**src/rtl/seq_pkg.sv**
```systemverilog
// Shared types and reset constants for the sequence step controller and its table.
package seq_pkg;

    typedef enum logic [1:0] {
        ST_IDLE = 2'd0,
        ST_RUN  = 2'd1,
        ST_FIN  = 2'd2
    } seq_state_e;

    localparam int SEQ_W     = 4;
    localparam int RST_COUNT = 3;
    localparam int DEF_FILL  = 5;

    // Entry i holds the successor of i: 3->0->1->5->2->7->6->4->9->12->3, others ->5.
    localparam logic [15:0][SEQ_W-1:0] DEF_NEXT = {
        4'd5, 4'd5, 4'd5, 4'd3, 4'd5, 4'd5, 4'd12, 4'd5,
        4'd6, 4'd4, 4'd2, 4'd9, 4'd0, 4'd7, 4'd5,  4'd1
    };

    localparam logic [15:0] DEF_TERM = 16'h1000;

endpackage

```
**src/rtl/seq_table.sv**
```systemverilog
// Next-state / terminal-flag register file: synchronous write, asynchronous read,
// reloaded with the default sequence on reset.
module seq_table
    import seq_pkg::*;
#(
    parameter int W = 4
) (
    input  logic         clk,
    input  logic         reset,
    input  logic         we_i,
    input  logic [W-1:0] waddr_i,
    input  logic [W-1:0] wnext_i,
    input  logic         wlast_i,
    input  logic [W-1:0] raddr_i,
    output logic [W-1:0] rnext_o,
    output logic         rlast_o
);

    localparam int DEPTH = 1 << W;

    logic [W-1:0]     next_q [DEPTH];
    logic [DEPTH-1:0] term_q;

    always_ff @(posedge clk) begin
        if (reset) begin
            for (int i = 0; i < DEPTH; i++) begin
                // Entries beyond the 16-entry default image fall back to the fill value.
                next_q[i] <= (i < 16) ? W'(DEF_NEXT[i[3:0]]) : W'(DEF_FILL);
                term_q[i] <= (i < 16) ? DEF_TERM[i[3:0]] : 1'b0;
            end
        end else if (we_i) begin
            next_q[waddr_i] <= wnext_i;
            term_q[waddr_i] <= wlast_i;
        end
    end

    assign rnext_o = next_q[raddr_i];
    assign rlast_o = term_q[raddr_i];

endmodule

```
**src/rtl/seq_step_ctrl.sv**
```systemverilog
// Run controller: walks the programmable sequence from a seed for a number of laps,
// pulsing wrap on each lap and done when the programmed laps are complete.
module seq_step_ctrl
    import seq_pkg::*;
#(
    parameter int W    = 4,
    parameter int LAPW = 8
) (
    input  logic            clk,
    input  logic            reset,
    input  logic            cfg_we,
    input  logic [W-1:0]    cfg_addr,
    input  logic [W-1:0]    cfg_next,
    input  logic            cfg_last,
    input  logic            start,
    input  logic [W-1:0]    seed,
    input  logic [LAPW-1:0] num_laps,
    input  logic            stop,
    output logic [W-1:0]    count,
    output logic            busy,
    output logic            wrap,
    output logic            done,
    output logic [LAPW-1:0] lap_cnt,
    output logic            cfg_err
);

    seq_state_e      state_q;
    logic [W-1:0]    count_q;
    logic [LAPW-1:0] lap_q;
    logic [LAPW-1:0] laps_q;
    logic            busy_q;
    logic            wrap_q;
    logic            done_q;
    logic            cfg_err_q;

    logic [W-1:0]    count_d;
    logic [LAPW-1:0] lap_d;
    logic            term_hit;
    logic            tbl_we;

    // The table is only writable while idle so a run never sees it change under it.
    assign tbl_we = cfg_we && (state_q == ST_IDLE);
    assign lap_d  = lap_q + 1'b1;

    seq_table #(.W(W)) u_table (
        .clk     (clk),
        .reset   (reset),
        .we_i    (tbl_we),
        .waddr_i (cfg_addr),
        .wnext_i (cfg_next),
        .wlast_i (cfg_last),
        .raddr_i (count_q),
        .rnext_o (count_d),
        .rlast_o (term_hit)
    );

    always_ff @(posedge clk) begin
        if (reset) begin
            state_q   <= ST_IDLE;
            count_q   <= W'(RST_COUNT);
            lap_q     <= '0;
            laps_q    <= '0;
            busy_q    <= 1'b0;
            wrap_q    <= 1'b0;
            done_q    <= 1'b0;
            cfg_err_q <= 1'b0;
        end else begin
            wrap_q    <= 1'b0;
            done_q    <= 1'b0;
            cfg_err_q <= cfg_we && (state_q != ST_IDLE);
            case (state_q)
                ST_IDLE: begin
                    if (start) begin
                        laps_q <= num_laps;
                        if (num_laps != '0) begin
                            count_q <= seed;
                            lap_q   <= '0;
                            busy_q  <= 1'b1;
                            state_q <= ST_RUN;
                        end else begin
                            done_q  <= 1'b1;
                            state_q <= ST_FIN;
                        end
                    end
                end
                ST_RUN: begin
                    // stop wins over the step that would otherwise happen this edge.
                    if (stop) begin
                        busy_q  <= 1'b0;
                        state_q <= ST_IDLE;
                    end else begin
                        count_q <= count_d;
                        if (term_hit) begin
                            wrap_q <= 1'b1;
                            lap_q  <= lap_d;
                            if (lap_d == laps_q) begin
                                busy_q  <= 1'b0;
                                done_q  <= 1'b1;
                                state_q <= ST_FIN;
                            end
                        end
                    end
                end
                ST_FIN:  state_q <= ST_IDLE;
                default: state_q <= ST_IDLE;
            endcase
        end
    end

    assign count   = count_q;
    assign busy    = busy_q;
    assign wrap    = wrap_q;
    assign done    = done_q;
    assign lap_cnt = lap_q;
    assign cfg_err = cfg_err_q;

endmodule

```
**config.mk**
```make
export PLATFORM = sky130hd
export DESIGN_NAME = seq_step_ctrl
export DESIGN_NICKNAME = d
export VERILOG_FILES = /design/src/rtl/seq_pkg.sv /design/src/rtl/seq_table.sv /design/src/rtl/seq_step_ctrl.sv
export SDC_FILE = /design/constraint.sdc
export NUM_CORES = 1
export LEC_CHECK = 0
export CORE_MARGIN = 8
export CORE_UTILIZATION = 54
export CTS_BUF_LIST = sky130_fd_sc_hd__clkbuf_2 sky130_fd_sc_hd__clkbuf_4 sky130_fd_sc_hd__clkbuf_8
export CTS_CLUSTER_SIZE = 30
export DETAILED_ROUTE_END_ITERATION = 8
export PLACE_DENSITY_LB_ADDON = 0.05
export SLEW_MARGIN = 5
export SYNTH_ARGS = -nofsm -noshare
export SYNTH_HDL_FRONTEND = slang
export SYNTH_SLANG_ARGS = --single-unit
```
**constraint.sdc**
```tcl
create_clock -name clk -period 3.01 [get_ports clk]
set_input_delay 0.7525 -clock clk [delete_from_list [all_inputs] [get_ports clk]]
set_output_delay 0.7525 -clock clk [all_outputs]
set_load 0.005 [all_outputs]
```
# Word level (Yosys, flattened, before mapping)

Memory sizes are Yosys's and may differ from the RTL's. A register that Yosys moved wholly into a read port is not among the register bits.
Index checks and enable logic that the tools add are counted.

Equality and inequality tests: 8
Bitwise gates (word level): 1
Multiplexer cells: 43
Add/subtract/negate cells: 1
Reduce and logical (&&, ||, !) cells: 14
Order comparisons: 3

Operators by type and width:

| kind                  | number |
|---|---|
| $mux W8               | 4 |
| $mux W4               | 7 |
| $mux W1               | 19 |
| $bwmux W16            | 1 |
| $pmux W8 S2           | 1 |
| $lt A4 B5 Y1 const B  | 2 |
| $mux W2               | 5 |
| $reduce_and A5 Y1     | 2 |
| $add A8 B1 Y8 const B | 1 |
| $eq A8 B8 Y1          | 1 |
| $pmux W4 S2           | 1 |
| $reduce_bool A8 Y1    | 1 |
| $ne A2 B2 Y1 const B  | 3 |
| $ne A3 B3 Y1 const B  | 2 |
| $bmux W1 S4           | 1 |
| $demux W1 S4          | 1 |
| $ge A4 B1 Y1 const B  | 1 |
| $pmux W1 S2           | 2 |
| $pmux W2 S2           | 1 |
| $reduce_and A4 Y1     | 1 |
| $reduce_bool A2 Y1    | 2 |
| $reduce_or A4 Y1      | 1 |
| $logic_and A1 B1 Y1   | 3 |
| $reduce_and A3 Y1     | 1 |
| other kinds (6)       | 6 |

Output and inout port bits: 16
Word-level logic and storage cells: 80
Memories kept: 1
Register bits: 42
Bits in writable memories: 64
Input port bits: 26

Memory list:

| name           | words | width | read ports | clocked after Yosys merged registers in | write ports | line            | text |
|---|---|---|---|---|---|---|---|
| u_table.next_q | 16    | 4     | 1          | 1                                       | 16          | seq_table.sv:21 | `logic [W-1:0] next_q [DEPTH];` |

# Longest topological paths before layout

Gate-level depths: netlist of the first run.

Depth in word-level cells: 7
Gate-level depth with buffers: 8
Gate-level depth less buffers: 7

# By module

From an unflattened synthesis of the first run, not the netlist that was laid out.

Cells, all modules: 460
Area, all modules: 5208.7 µm²

Modules (own cells, without submodules):

| module        | cells an instance | sequential area each (µm²) | times used | area each (µm²) |
|---|---|---|---|---|
| seq_table     | 312               | 2242.2                     | 1          | 3853.7 |
| seq_step_ctrl | 148               | 520.5                      | 1          | 1355.0 |

# Worst setup path after synthesis of the first run

OpenSTA, ideal clock, no wires.

Path type: in2reg
Start: input port start
End: register lap_q[1] (netlist: lap_cnt[1])
Path buffers: 1
Data required time: 2.882 ns
Library setup time: 0.128 ns
Path slack: 0.804 ns
Stages: 7
Arrival time: 2.078 ns
Path through: nor3b_1 buf_2 a21bo_2 o21ai_1 o21ai_0 a22oi_1 nor2_1

Word-level cells in the longest chain between the ends: 2

Ends and longest elaborated chain:

| element                            | line                | text |
|---|---|---|
| from (decl)                        | seq_step_ctrl.sv:15 | `input logic start,` |
| $ne A2 B2 Y1 (no source line)      | --                  |  |
| $reduce_and A5 Y1 (no source line) | --                  |  |
| to (signal assigned)               | seq_step_ctrl.sv:95 | `lap_q <= lap_d;` |
| to (decl)                          | seq_step_ctrl.sv:29 | `logic [LAPW-1:0] lap_q;` |

No other way between the ends.
A chain may end at the register's enable or synchronous reset.

# Worst setup path after layout of the first run

Start: register count_q[0] (netlist: count[0])
End: register lap_q[3] (netlist: lap_cnt[3])

Word-level cells in the longest chain between the ends: 4

Ends and longest elaborated chain:

| element                            | line                | text |
|---|---|---|
| from (decl)                        | seq_step_ctrl.sv:28 | `logic [W-1:0] count_q;` |
| from (signal assigned)             | seq_step_ctrl.sv:60 | `count_q <= W'(RST_COUNT);` |
| from (signal assigned)             | seq_step_ctrl.sv:92 | `count_q <= count_d;` |
| $bmux W1 S4                        | seq_table.sv:38     | `assign rlast_o = term_q[raddr_i];` |
| $mux W1 (implied by the code)      | seq_table.sv:38     |  |
| $ne A2 B2 Y1 (no source line)      | --                  |  |
| $reduce_and A5 Y1 (no source line) | --                  |  |

No other way between the ends. The select of a mux whose other input is x is not followed.

==> out/qor.yml, run 1 <==
status: "completed"
vdd_drop_max_uv: 227
p_leak_nw: 2.05
arrival_ns: 2.79
antenna_cells: 0
utilization: 0.629
finalCriticalPeriod_ns: 2.49
timing.fmax_mhz: 402
skew_ns: 0.00888
worstSetupPathType: "reg2reg"
globalRouteTotalUtil: 0.210
synth_cell_types: 51
whs_ns: 0.457
total_power_mw: 2.92
drive_gt1_frac: 0.126
fin_crit_sh: 0.826
rows: 36
gp_congestion: 0.806
grt_pass1_vias: 3733
cts_resized: 0
clockPowerShare: 0.281
wl_per_cell_um: 20.8
ys_seq_area_frac: 0.547
setup_violations: 0
die_y_um: 114
grt_overflow: 0
antenna_found_initial: 0
synth_xor_area_frac: 0.0202
drc_errors: 0
ctsHoldBuffers: 0
maxCapViolCount: 0
rsz0062_at_grt: "false"
clkTransAtPathRegs_ns: 0.10
clockBufferDepth: 2
min_to: "u_table.term_q[10]"
drv_slew: 0
required_ns: 3.31
grt_max_degree: 47
synth_flop_cell: "edfxtp_1"
synth.cell_area_um2: 5200
startpoint_type: "flop"
async_reset_ff_frac: 0
worst_slew_pin_slew_ns: 0.593
vias_per_cell: 5.94
tritoncts: "built"
nets: 530
insertion_delay_ns: 0.37
via_count: 3805
cts-root-buf: "clkbuf_8"
slew-limit-headroom: 0.604
end_kind: "flop"
hp-start: "u_table.term_q[10]"
yosys.area_share.adder: 0.00241
dieArea_um2: 13000
p_seq_frac: 0.576
cp_max_fo: 15
fin_setup_tns_ns: 0
start_util: 0.545
p_sw_mw: 0.748
chipWidth_um: 114
critPathMaxStageDelay_ns: 0.61
port_buffers: 41
synth_compound_area_frac: 0.0938
path_buf_inv: 0
pre_cts_ws_ns: 0.252
crit_chain: "mux2i_1, a221oi_1, a2bb2oi_2, nand4_1, or4_1, a31oi_1"
hp-class: "reg2reg"
r2r-end: "lap_cnt[3]"
power_density_nw_per_um2: 486
ys_ff_latch: 110
r2r.worst_path.cells: 6
switching_share: 0.256
h-tree-depth: 3
syn-mean-instance-area_um2: 11.4
r2r_setup_slack_ns: 0.52
syn_inst: 457
numClockSinks: 110
postRouteWirelength_um: 13300
numCtsBuffers: 9
rr_startpoint: "count[0]"
hpwl_um: 9950
drt-initial-drc-count: 357
drtPass1Iterations: 5
final_common_cell: "edfxtp_1"
io_pins: 42
ant_nets: 0
min_delay_path_depth: 2
critPathSlowestCell: "dfxtp_1"
hold_viol_final: 0
synth_top_family_by_area: "simple AND/OR/NAND/NOR gates"
fin_ws_ns: 0.523
startpoint: "count[0]"
yosys.area_share.simple: 0.176
ys_warn_count: 0
grt_pass1_wl_um: 20500
critical_path.top_delay_family: "compound AO/OA/AOI/OAI gates"
syn_nets: 484
p_int_mw: 2.17
combPwrFrac: 0.143
syn_to_final_growth_pct: 15.4
core-area_um2: 9550
synth_edf_count: 64
mostFrequentLayoutCells: "64 x edfxtp_1, 46 x dfxtp_1, 40 x clkdlybuf4s50_1"
postCtsSetupRepairBufs: 0
synthMuxAreaShare: 0.122
[tightest hold or removal path, delay by kind of cell, from the launching register on]
| family | cells | cell delay (ns) |
|---|---|---|
| compound gates | 1 | 0.05 |
| buf+inv | 1 | 0.05 |
| flops | 1 | 0.32 |
[cell usage after synthesis (3+ instances only)]
library cell,number,area share
edfxtp_1,64,0.37
dfxtp_1,46,0.18
nor2_1,33,0.024
nand2_1,31,0.022
mux4_2,22,0.095
clkbuf_1,21,0.015
nor3_1,20,0.019
inv_1,19,0.014
a21oi_1,18,0.017
and2_1,18,0.022
nand2b_1,15,0.018
mux2i_1,14,0.027
a21o_1,13,0.019
nand3_1,13,0.013
o21ai_0,13,0.013
nor4_1,10,0.012
nand4_1,9,0.011
or3_1,9,0.011
xnor2_1,6,0.010
xor2_1,6,0.010
buf_2,5,0.0048
nor3b_1,5,0.0072
o32ai_1,5,0.0084
nor2b_1,4,0.0048
a221oi_1,3,0.0051
a31oi_1,3,0.0036
o22ai_1,3,0.0036
[registers in the layout, summed over array words and instances, names as in the netlist, named ones only]
name            count
laps_q              8
done                1
lap_cnt             8
state_q             2
count               4
u_table.next_q     64
busy                1
cfg_err             1
u_table.term_q     16
wrap                1
[layer usage]
layer,vias up,wire (um),part of all wire,track usage
met1,1863,5900,0.44,0.279
met2,139,6250,0.47,0.338
li1,1786,-,-,-
met3,17,974,0.073,0.0401
met4,0,204,0.015,0.0710
met5,-,0,0,0
[power groups by stage]
stage | clock (mW) | combinational, mW | sequential, mW
5_1_grt | 0.892 | 0.447 | 1.69
3_5_place_dp | 0 | 0.414 | 1.72
2_1_floorplan | 0 | 0.267 | 1.70
6_report | 0.821 | 0.416 | 1.68
3_3_place_gp | 0 | 0.408 | 1.71
4_1_cts | 0.835 | 0.415 | 1.68
[cells by family after synthesis]
kind of cell	count (synthesis)
and+or+nand+nor	175
muxes	36
AOI/OAI and AO/OA	73
xor gates and xnor gates	12
buffers and inverters	50
adders and majority gates	1
DFF	110
[metrics by stage]
step,instances,instance area [um^2]
2_1_floorplan,457,5200
3_3_place_gp,625,5830
3_5_place_dp,625,5830
4_1_cts,641,6000
5_1_grt,641,6000
6_report,641,6000
[worst max-delay path by stage]
stage	end	slack (ns)	cells after the start
after floorplan	lap_cnt[1]	0.80	7
after global placement	flop	0.28	6
after detailed placement	count[3]	0.25	6
after CTS	lap_cnt[3]	0.53	6
after global routing	lap_cnt[3]	0.24	6
final	lap_cnt[3]	0.52	6
[final cells by class]
| cell class | count | area (um^2) |
|---|---|---|
| Inverter | 21 | 78.8 |
| Clock inverter | 4 | 22.5 |
| Tap cell | 133 | 166 |
| Multi-Input combinational cell | 297 | 2160 |
| Sequential cell | 110 | 2840 |
| Timing Repair Buffer | 64 | 578 |
| Fill cell | 808 | 3550 |
| Clock buffer | 12 | 153 |
Power figures use the tool's default switching activity.
==> run 2, diff against run 1 <==
==> constraint.sdc (replaced) <==
create_clock -name clk -period 2.1 [get_ports clk]
set_input_delay 0.525 -clock clk [delete_from_list [all_inputs] [get_ports clk]]
set_output_delay 0.525 -clock clk [all_outputs]
set_load 0.005 [all_outputs]
==> out/qor.yml, run 2 (synthesis gave the netlist of run 1 again) <==
ant_nets: 0  # unchanged
dieArea_um2: 13000  # unchanged
fin_ws_ns: 0.0857  # was 0.523 ns
drv_slew: 0  # unchanged
wl_per_cell_um: 19.7  # was 20.8 um
gp_congestion: 0.920  # was 0.806
status: "completed"  # unchanged
clockPowerShare: 0.295  # was 0.281
clkTransAtPathRegs_ns: 0.10  # about the same
timing.fmax_mhz: 496  # was 402 MHz
hpwl_um: 10400  # was 9950 um
startpoint_type: "flop"  # unchanged
clockBufferDepth: 2  # unchanged
rsz0062_at_grt: "true"  # was false
hold_viol_final: 0  # unchanged
use_met3: 0.0295  # was 0.0401
grt_pass1_vias: 4060  # was 3733
worstSetupPathType: "reg2reg"  # unchanged
chipWidth_um: 114  # unchanged
required_ns: 2.42  # was 3.31 ns
nets: 578  # was 530
cts-root-buf: "clkbuf_8"  # unchanged
via_count: 3989  # was 3805
p_leak_nw: 2.30  # was 2.05 nW
io_pins: 42  # unchanged
pre_cts_ws_ns: -0.287  # was 0.252 ns
maxCapViolCount: 0  # unchanged
vdd_drop_max_uv: 450  # was 227 uV
vias_per_cell: 5.79  # was 5.94
drive_gt1_frac: 0.221  # was 0.126
insertion_delay_ns: 0.38  # was 0.37 ns
final_common_cell: "buf_4"  # was edfxtp_1
tritoncts: "built"  # unchanged
antenna_found_initial: 0  # unchanged
numCtsBuffers: 9  # unchanged
reg_top3: "u_table.next_q (64), u_table.term_q (16)"  # unchanged
cp_max_fo: 7  # was 15
drt-initial-drc-count: 408  # was 357
r2r.worst_path.cells: 8  # was 6
fin_crit_sh: 0.959  # was 0.826
hp-class: "reg2reg"  # unchanged
combPwrFrac: 0.161  # was 0.143
grt_max_degree: 58  # was 47
worst_slew_pin_slew_ns: 0.560  # was 0.593 ns
finalCriticalPeriod_ns: 2.01  # was 2.49 ns
mostFrequentLayoutCells: "68 x buf_4, 64 x edfxtp_1, 40 x dfxtp_1, 40 x clkdlybuf4s50_1, 32 x nor2_1"  # was 64 x edfxtp_1, 46 x dfxtp_1, 40 x clkdlybuf4s50_1
slew-limit-headroom: 0.626  # was 0.604
h-tree-depth: 3  # unchanged
crit_chain: "buf_12, mux4_2, mux2i_4, a2bb2oi_4, buf_4, o21ai_1, mux2i_1, nor2_1"  # was mux2i_1, a221oi_1, a2bb2oi_2, nand4_1, or4_1, a31oi_1
core-area_um2: 9550  # unchanged
port_buffers: 41  # unchanged
path_buf_inv: 2  # was 0
critical_path.top_delay_family: "multiplexers"  # was compound AO/OA/AOI/OAI gates
postCtsSetupRepairBufs: 0  # unchanged
drc_errors: 0  # unchanged
die_y_um: 114  # unchanged
critPathSlowestCell: "mux4_2"  # was dfxtp_1
cp.depth: 8  # was 6
p_seq_frac: 0.545  # was 0.576
dpl.cell_count: 673  # was 625
numClockSinks: 110  # unchanged
arrival_ns: 2.34  # was 2.79 ns
regMostFlops: "u_table.next_q"  # unchanged
gr-usage-met1: 0.295  # was 0.279
rows: 36  # unchanged
gr-usage-met2: 0.360  # was 0.338
p_sw_mw: 1.14  # was 0.748 mW
antenna_cells: 0  # unchanged
fin_cells: 689  # was 641
globalRouteTotalUtil: 0.222  # was 0.210
syn_to_final_growth_pct: 24.5  # was 15.4%
min_delay_path_depth: 2  # unchanged
power_density_nw_per_um2: 682  # was 486 nW/um^2
p_int_mw: 3.27  # was 2.17 mW
critPathMaxStageDelay_ns: 0.56  # was 0.61 ns
end_kind: "flop"  # unchanged
drtPass1Iterations: 6  # was 5
grt_overflow: 0  # unchanged
grt_pass1_wl_um: 21900  # was 20500 um
busiest_layer: "met2"  # unchanged
postRouteWirelength_um: 13600  # was 13300 um
switching_share: 0.259  # was 0.256
skew_ns: 0.0109  # was 0.00888 ns
largest_reg_flops: 64  # unchanged
setup_violations: 0  # unchanged
start_util: 0.545  # unchanged
[run 2: cell count changes in the layout (fill, tap and decap cells not counted), moves of 2 or more]
cell      delta
a221oi_1     -2
o21ai_1      +2
o21ai_0      -2
buf_4       +45
dfxtp_1      -6
a221oi_2     +2
dfxtp_2      +6
buf_12       +3
[run 2: final timing paths]
kind / from / end / slack [ns]
worst max-delay path: count[0] / lap_cnt[0] / 0.09
worst min-delay path: u_table.term_q[6] / u_table.term_q[6] / 0.46
worst max register to register: count[0] / lap_cnt[0] / 0.09
worst min register to register: u_table.term_q[6] / u_table.term_q[6] / 0.46
[run 2: cell type report]
class	instances	area, um^2
clock buffer	10	131
clock inverter	6	61.3
fill	769	3080
inverter	21	78.8
multi-input combinational	297	2210
sequential	110	2850
tap	133	166
timing repair buffer	112	976
[run 2: what timing repair did]
| item | CTS | global route |
|---|---|---|
| hold buffers | 0 | 0 |
| gates resized for setup | 4 | 12 |
| setup endpoints to repair | 4 | 15 |
| pin swaps | 1 | 5 |
[run 2: power groups by stage]
stage / clock [mW] / combinational (mW) / sequential [mW]
final: 1.30 / 0.709 / 2.40
after global routing: 1.39 / 0.762 / 2.42
after CTS: 1.32 / 0.694 / 2.40
after detailed placement: 0 / 0.685 / 2.45
after global placement: 0 / 0.679 / 2.45
after floorplan: 0 / 0.383 / 2.43
[run 2: through the flow]
stage	TNS, ns	hold slack (ns)	power, mW	util	instance area (um^2)
2_1_floorplan	0	0.431	2.82	-	5200
4_1_cts	0	0.463	4.42	0.673	6430
6_report	0	0.464	4.41	0.678	6470
3_5_place_dp	-11.98	0.448	3.14	0.652	6220
3_3_place_gp	-9.54	0.442	3.13	0.652	6220
5_1_grt	-0.108	0.485	4.57	0.678	6470
[run 2: worst register-to-register path, delay by kind of cell (launching register included)]
kind,cells,cell delay [ns]
AOI/OAI and AO/OA,2,0.32
buffers and inverters,2,0.30
DFF,1,0.36
muxes,3,0.89
and+or+nand+nor,1,0.10
[run 2: routing by layer]
| metal | vias to the layer above | wire (um) |
|---|---|---|
| li1 | 1882 | - |
| met1 | 1963 | 6000 |
| met2 | 121 | 6620 |
| met3 | 23 | 696 |
| met4 | 0 | 265 |
| met5 | - | 0 |
==> run 3, diff against run 2 <==
--- a/config.mk
+++ b/config.mk
@@ -5,11 +5,13 @@
 export SDC_FILE = /design/constraint.sdc
 export NUM_CORES = 1
 export LEC_CHECK = 0
+export ABC_AREA = 1
 export CORE_MARGIN = 8
 export CORE_UTILIZATION = 54
 export CTS_BUF_LIST = sky130_fd_sc_hd__clkbuf_2 sky130_fd_sc_hd__clkbuf_4 sky130_fd_sc_hd__clkbuf_8
 export CTS_CLUSTER_SIZE = 30
 export DETAILED_ROUTE_END_ITERATION = 8
+export GPL_TIMING_DRIVEN = 0
 export PLACE_DENSITY_LB_ADDON = 0.05
 export SLEW_MARGIN = 5
 export SYNTH_ARGS = -nofsm -noshare
==> out/qor.yml, run 3 <==
status: "completed"  # unchanged
worst_slew_pin_slew_ns: 0.670  # was 0.560 ns
regMostFlops: "u_table.next_q"  # unchanged
fin_crit_sh: 0.983  # was 0.959
drv_slew: 0  # unchanged
synth_top_area_cell: "edfxtp_1"  # unchanged
synth_most_common_cell: "nand2_1"  # was edfxtp_1
gr-usage-met1: 0.263  # was 0.295
power_density_nw_per_um2: 796  # was 682 nW/um^2
synth_cell_types: 37  # was 51
syn_inst: 620  # was 457
min_to: "laps_q[2]"  # was u_table.term_q[6]
grt_pass1_vias: 4257  # was 4060
path_buf_inv: 4  # was 2
ys_seq_area_frac: 0.544  # was 0.547
hold_viol_final: 0  # unchanged
startpoint_type: "input pin"  # was flop
multi_input_area_um2: 1930  # was 2210 um^2
r2r_setup_slack_ns: 0.11  # was 0.09 ns
gp_congestion: 0.988  # was 0.920
clkTransAtPathRegs_ns: 0.11  # was 0.10 ns
largest_reg_flops: 64  # unchanged
numClockSinks: 110  # unchanged
rsz0062_at_grt: "true"  # unchanged
cts-root-buf: "clkbuf_8"  # unchanged
crit_chain: "clkdlybuf4s50_1, nor2_1, nand2_1, nor4_4, buf_4, nor2_2, o21ai_2, inv_2, nand2_4, buf_12, nand2_1, a21oi_1"  # was buf_12, mux4_2, mux2i_4, a2bb2oi_4, buf_4, o21ai_1, mux2i_1, nor2_1
finalCriticalPeriod_ns: 2.06  # was 2.01 ns
min_delay_path_depth: 3  # was 2
ctsHoldBuffers: 0  # unchanged
synth.cell_area_um2: 5220  # was 5200 um^2
synthTopCellsByCount: "122 x nand2_1, 89 x inv_1, 74 x nor2_1"  # was 64 x edfxtp_1, 46 x dfxtp_1, 33 x nor2_1
seq_area_um2: 2840  # was 2850 um^2
syn_nets: 647  # was 484
switching_share: 0.296  # was 0.259
globalRouteTotalUtil: 0.216  # was 0.222
required_ns: 2.40  # was 2.42 ns
timing.fmax_mhz: 485  # was 496 MHz
syn-mean-instance-area_um2: 8.43  # was 11.4 um^2
wl_per_cell_um: 17.2  # was 19.7 um
p_int_mw: 3.42  # was 3.27 mW
hpwl_um: 10500  # was 10400 um
grt_max_degree: 19  # was 58
port_buffers: 41  # unchanged
drive_gt1_frac: 0.0788  # was 0.221
insertion_delay_ns: 0.37  # was 0.38 ns
async_reset_ff_frac: 0  # unchanged
antenna_cells: 0  # unchanged
h-tree-depth: 3  # unchanged
synth_flop_cell: "edfxtp_1"  # unchanged
critPathSlowestCell: "clkdlybuf4s50_1"  # was mux4_2
rows: 36  # unchanged
cp_max_fo: 7  # unchanged
cp_common_cell: "nand2_1"
die_y_um: 114  # about the same
vdd_drop_max_uv: 418  # was 450 uV
yosysTopAreaCellShare: 0.368  # was 0.370
pre_cts_ws_ns: -0.614  # was -0.287 ns
ys_warn_count: 0  # unchanged
drtPass1Iterations: 5  # was 6
clockBufferDepth: 2  # unchanged
maxCapViolCount: 0  # unchanged
grt_overflow: 0  # unchanged
r2r.worst_path.cells: 9  # was 8
p_sw_mw: 1.44  # was 1.14 mW
dieArea_um2: 13100  # was 13000 um^2
synthTopCellsByArea: "edfxtp_1 37%, dfxtp_1 18%, nand2_1 8.8%, inv_1 6.4%, nor2_1 5.3%"  # was edfxtp_1 37%, dfxtp_1 18%, mux4_2 9.5%, mux2i_1 2.7%, nor2_1 2.4%
chipWidth_um: 114  # about the same
arrival_ns: 2.36  # was 2.34 ns
critical_path.top_delay_family: "buffers and inverters"  # was multiplexers
synth_edf_count: 64  # unchanged
r2r-end: "count[1]"  # was lap_cnt[0]
combPwrFrac: 0.203  # was 0.161
critPathMaxStageDelay_ns: 0.42  # was 0.56 ns
vias_per_cell: 5.42  # was 5.79
ys_ff_latch: 110  # unchanged
mostFrequentLayoutCells: "122 x nand2_1, 89 x inv_1, 73 x nor2_1"  # was 68 x buf_4, 64 x edfxtp_1, 40 x dfxtp_1, 40 x clkdlybuf4s50_1, 32 x nor2_1
syn_to_final_growth_pct: 16.9  # was 24.5%
p_seq_frac: 0.506  # was 0.545
io_pins: 42  # unchanged
hp-start: "num_laps[2]"  # was u_table.term_q[6]
gr-usage-met2: 0.366  # was 0.360
skew_ns: 0.0122  # was 0.0109 ns
nets: 707  # was 578
fin_ws_ns: 0.0367  # was 0.0857 ns
slew-limit-headroom: 0.554  # was 0.626
numCtsBuffers: 9  # unchanged
tritoncts: "built"  # unchanged
use_met3: 0.0369  # was 0.0295
core-area_um2: 9590  # was 9550 um^2
ant_nets: 0  # unchanged
p_leak_nw: 2.44  # was 2.30 nW
grt_pass1_wl_um: 21500  # was 21900 um
via_count: 4436  # was 3989
fillers: 851  # was 769
final_common_cell: "nand2_1"  # was buf_4
hp-class: "in2reg"  # was reg2reg
clockPowerShare: 0.292  # was 0.295
drt-initial-drc-count: 337  # was 408
start_util: 0.544  # was 0.545
whs_ns: 0.423  # was 0.464 ns
reg_top3: "u_table.next_q (64), u_table.term_q (16)"  # unchanged
drc_errors: 0  # unchanged
postRouteWirelength_um: 14100  # was 13600 um
end_kind: "flop"  # unchanged
setup_violations: 0  # unchanged
busiest_layer: "met2"  # unchanged
worstSetupPathType: "in2reg"  # was reg2reg
antenna_found_initial: 0  # unchanged
run 3: cell families after synthesis:
group | synth area share
buffers and inverters | 0.0867
and+or+nand+nor | 0.229
DFF | 0.544
xor gates and xnor gates | 0.00335
AOI/OAI and AO/OA | 0.119
muxes | 0.0153
adders and majority gates | 0.00239
run 3: worst max path at each step:
| stage | start | endpoint | slack [ns] | cells after the start |
|---|---|---|---|---|
| finish | num_laps[4] | lap_cnt[1] | 0.04 | 12 |
| global route | num_laps[4] | lap_cnt[3] | -0.03 | 12 |
| CTS | num_laps[1] | lap_cnt[5] | 0.02 | 11 |
| detailed placement | reset | u_table.next_q[11][1] | -0.61 | 5 |
| global placement | reset | u_table.next_q[15][1] | -0.55 | 5 |
| floorplan | num_laps[1] | lap_cnt[0] | 0.37 | 10 |
run 3: worst min-delay path, cell delays in order:
cell and delay, ns:
dlymetal6s2s_1 0.10, nor2_1 0.05, nor2_1 0.08
run 3: layout make-up:
type	count	share of cell area
repair buffers	49	0.0799
plain buffers	23	0.0168
multi-input cells	393	0.316
inverters	94	0.0582
flip-flops and latches	110	0.466
well taps	133	0.0272
clock inverters	7	0.0156
clock buffers	9	0.0203
run 3: what timing repair did:
item,4_1_cts,5_1_grt
setup buffers,0,8
gates resized for setup,1,8
pin swaps,0,6
setup endpoints to repair,20,19
run 3: layer usage:
metal  up-vias  wire length, um
li1       2177                -
met1      2055             6030
met2       180             6740
met3        24              995
met4         0              328
met5         -                0
run 3: through the flow:
step / TNS [ns] / std cells / cell area (um^2) / total power, mW / util
2_1_floorplan: 0 / 620 / 5220 / 3.06 / -
3_3_place_gp: -24.43 / 794 / 5800 / 3.40 / 0.605
3_5_place_dp: -29.40 / 794 / 5800 / 3.42 / 0.605
4_1_cts: 0 / 810 / 6020 / 4.79 / 0.628
5_1_grt: -0.157 / 818 / 6110 / 5.02 / 0.637
6_report: 0 / 818 / 6110 / 4.86 / 0.637
run 3: power groups by stage:
stage               clock (mW)  sequential, mW  combinational, mW
floorplan                    0            2.48              0.585
global placement             0            2.50              0.903
detailed placement           0            2.50              0.913
CTS                       1.42            2.45              0.917
global route              1.48            2.47               1.07
finish                    1.42            2.46              0.985
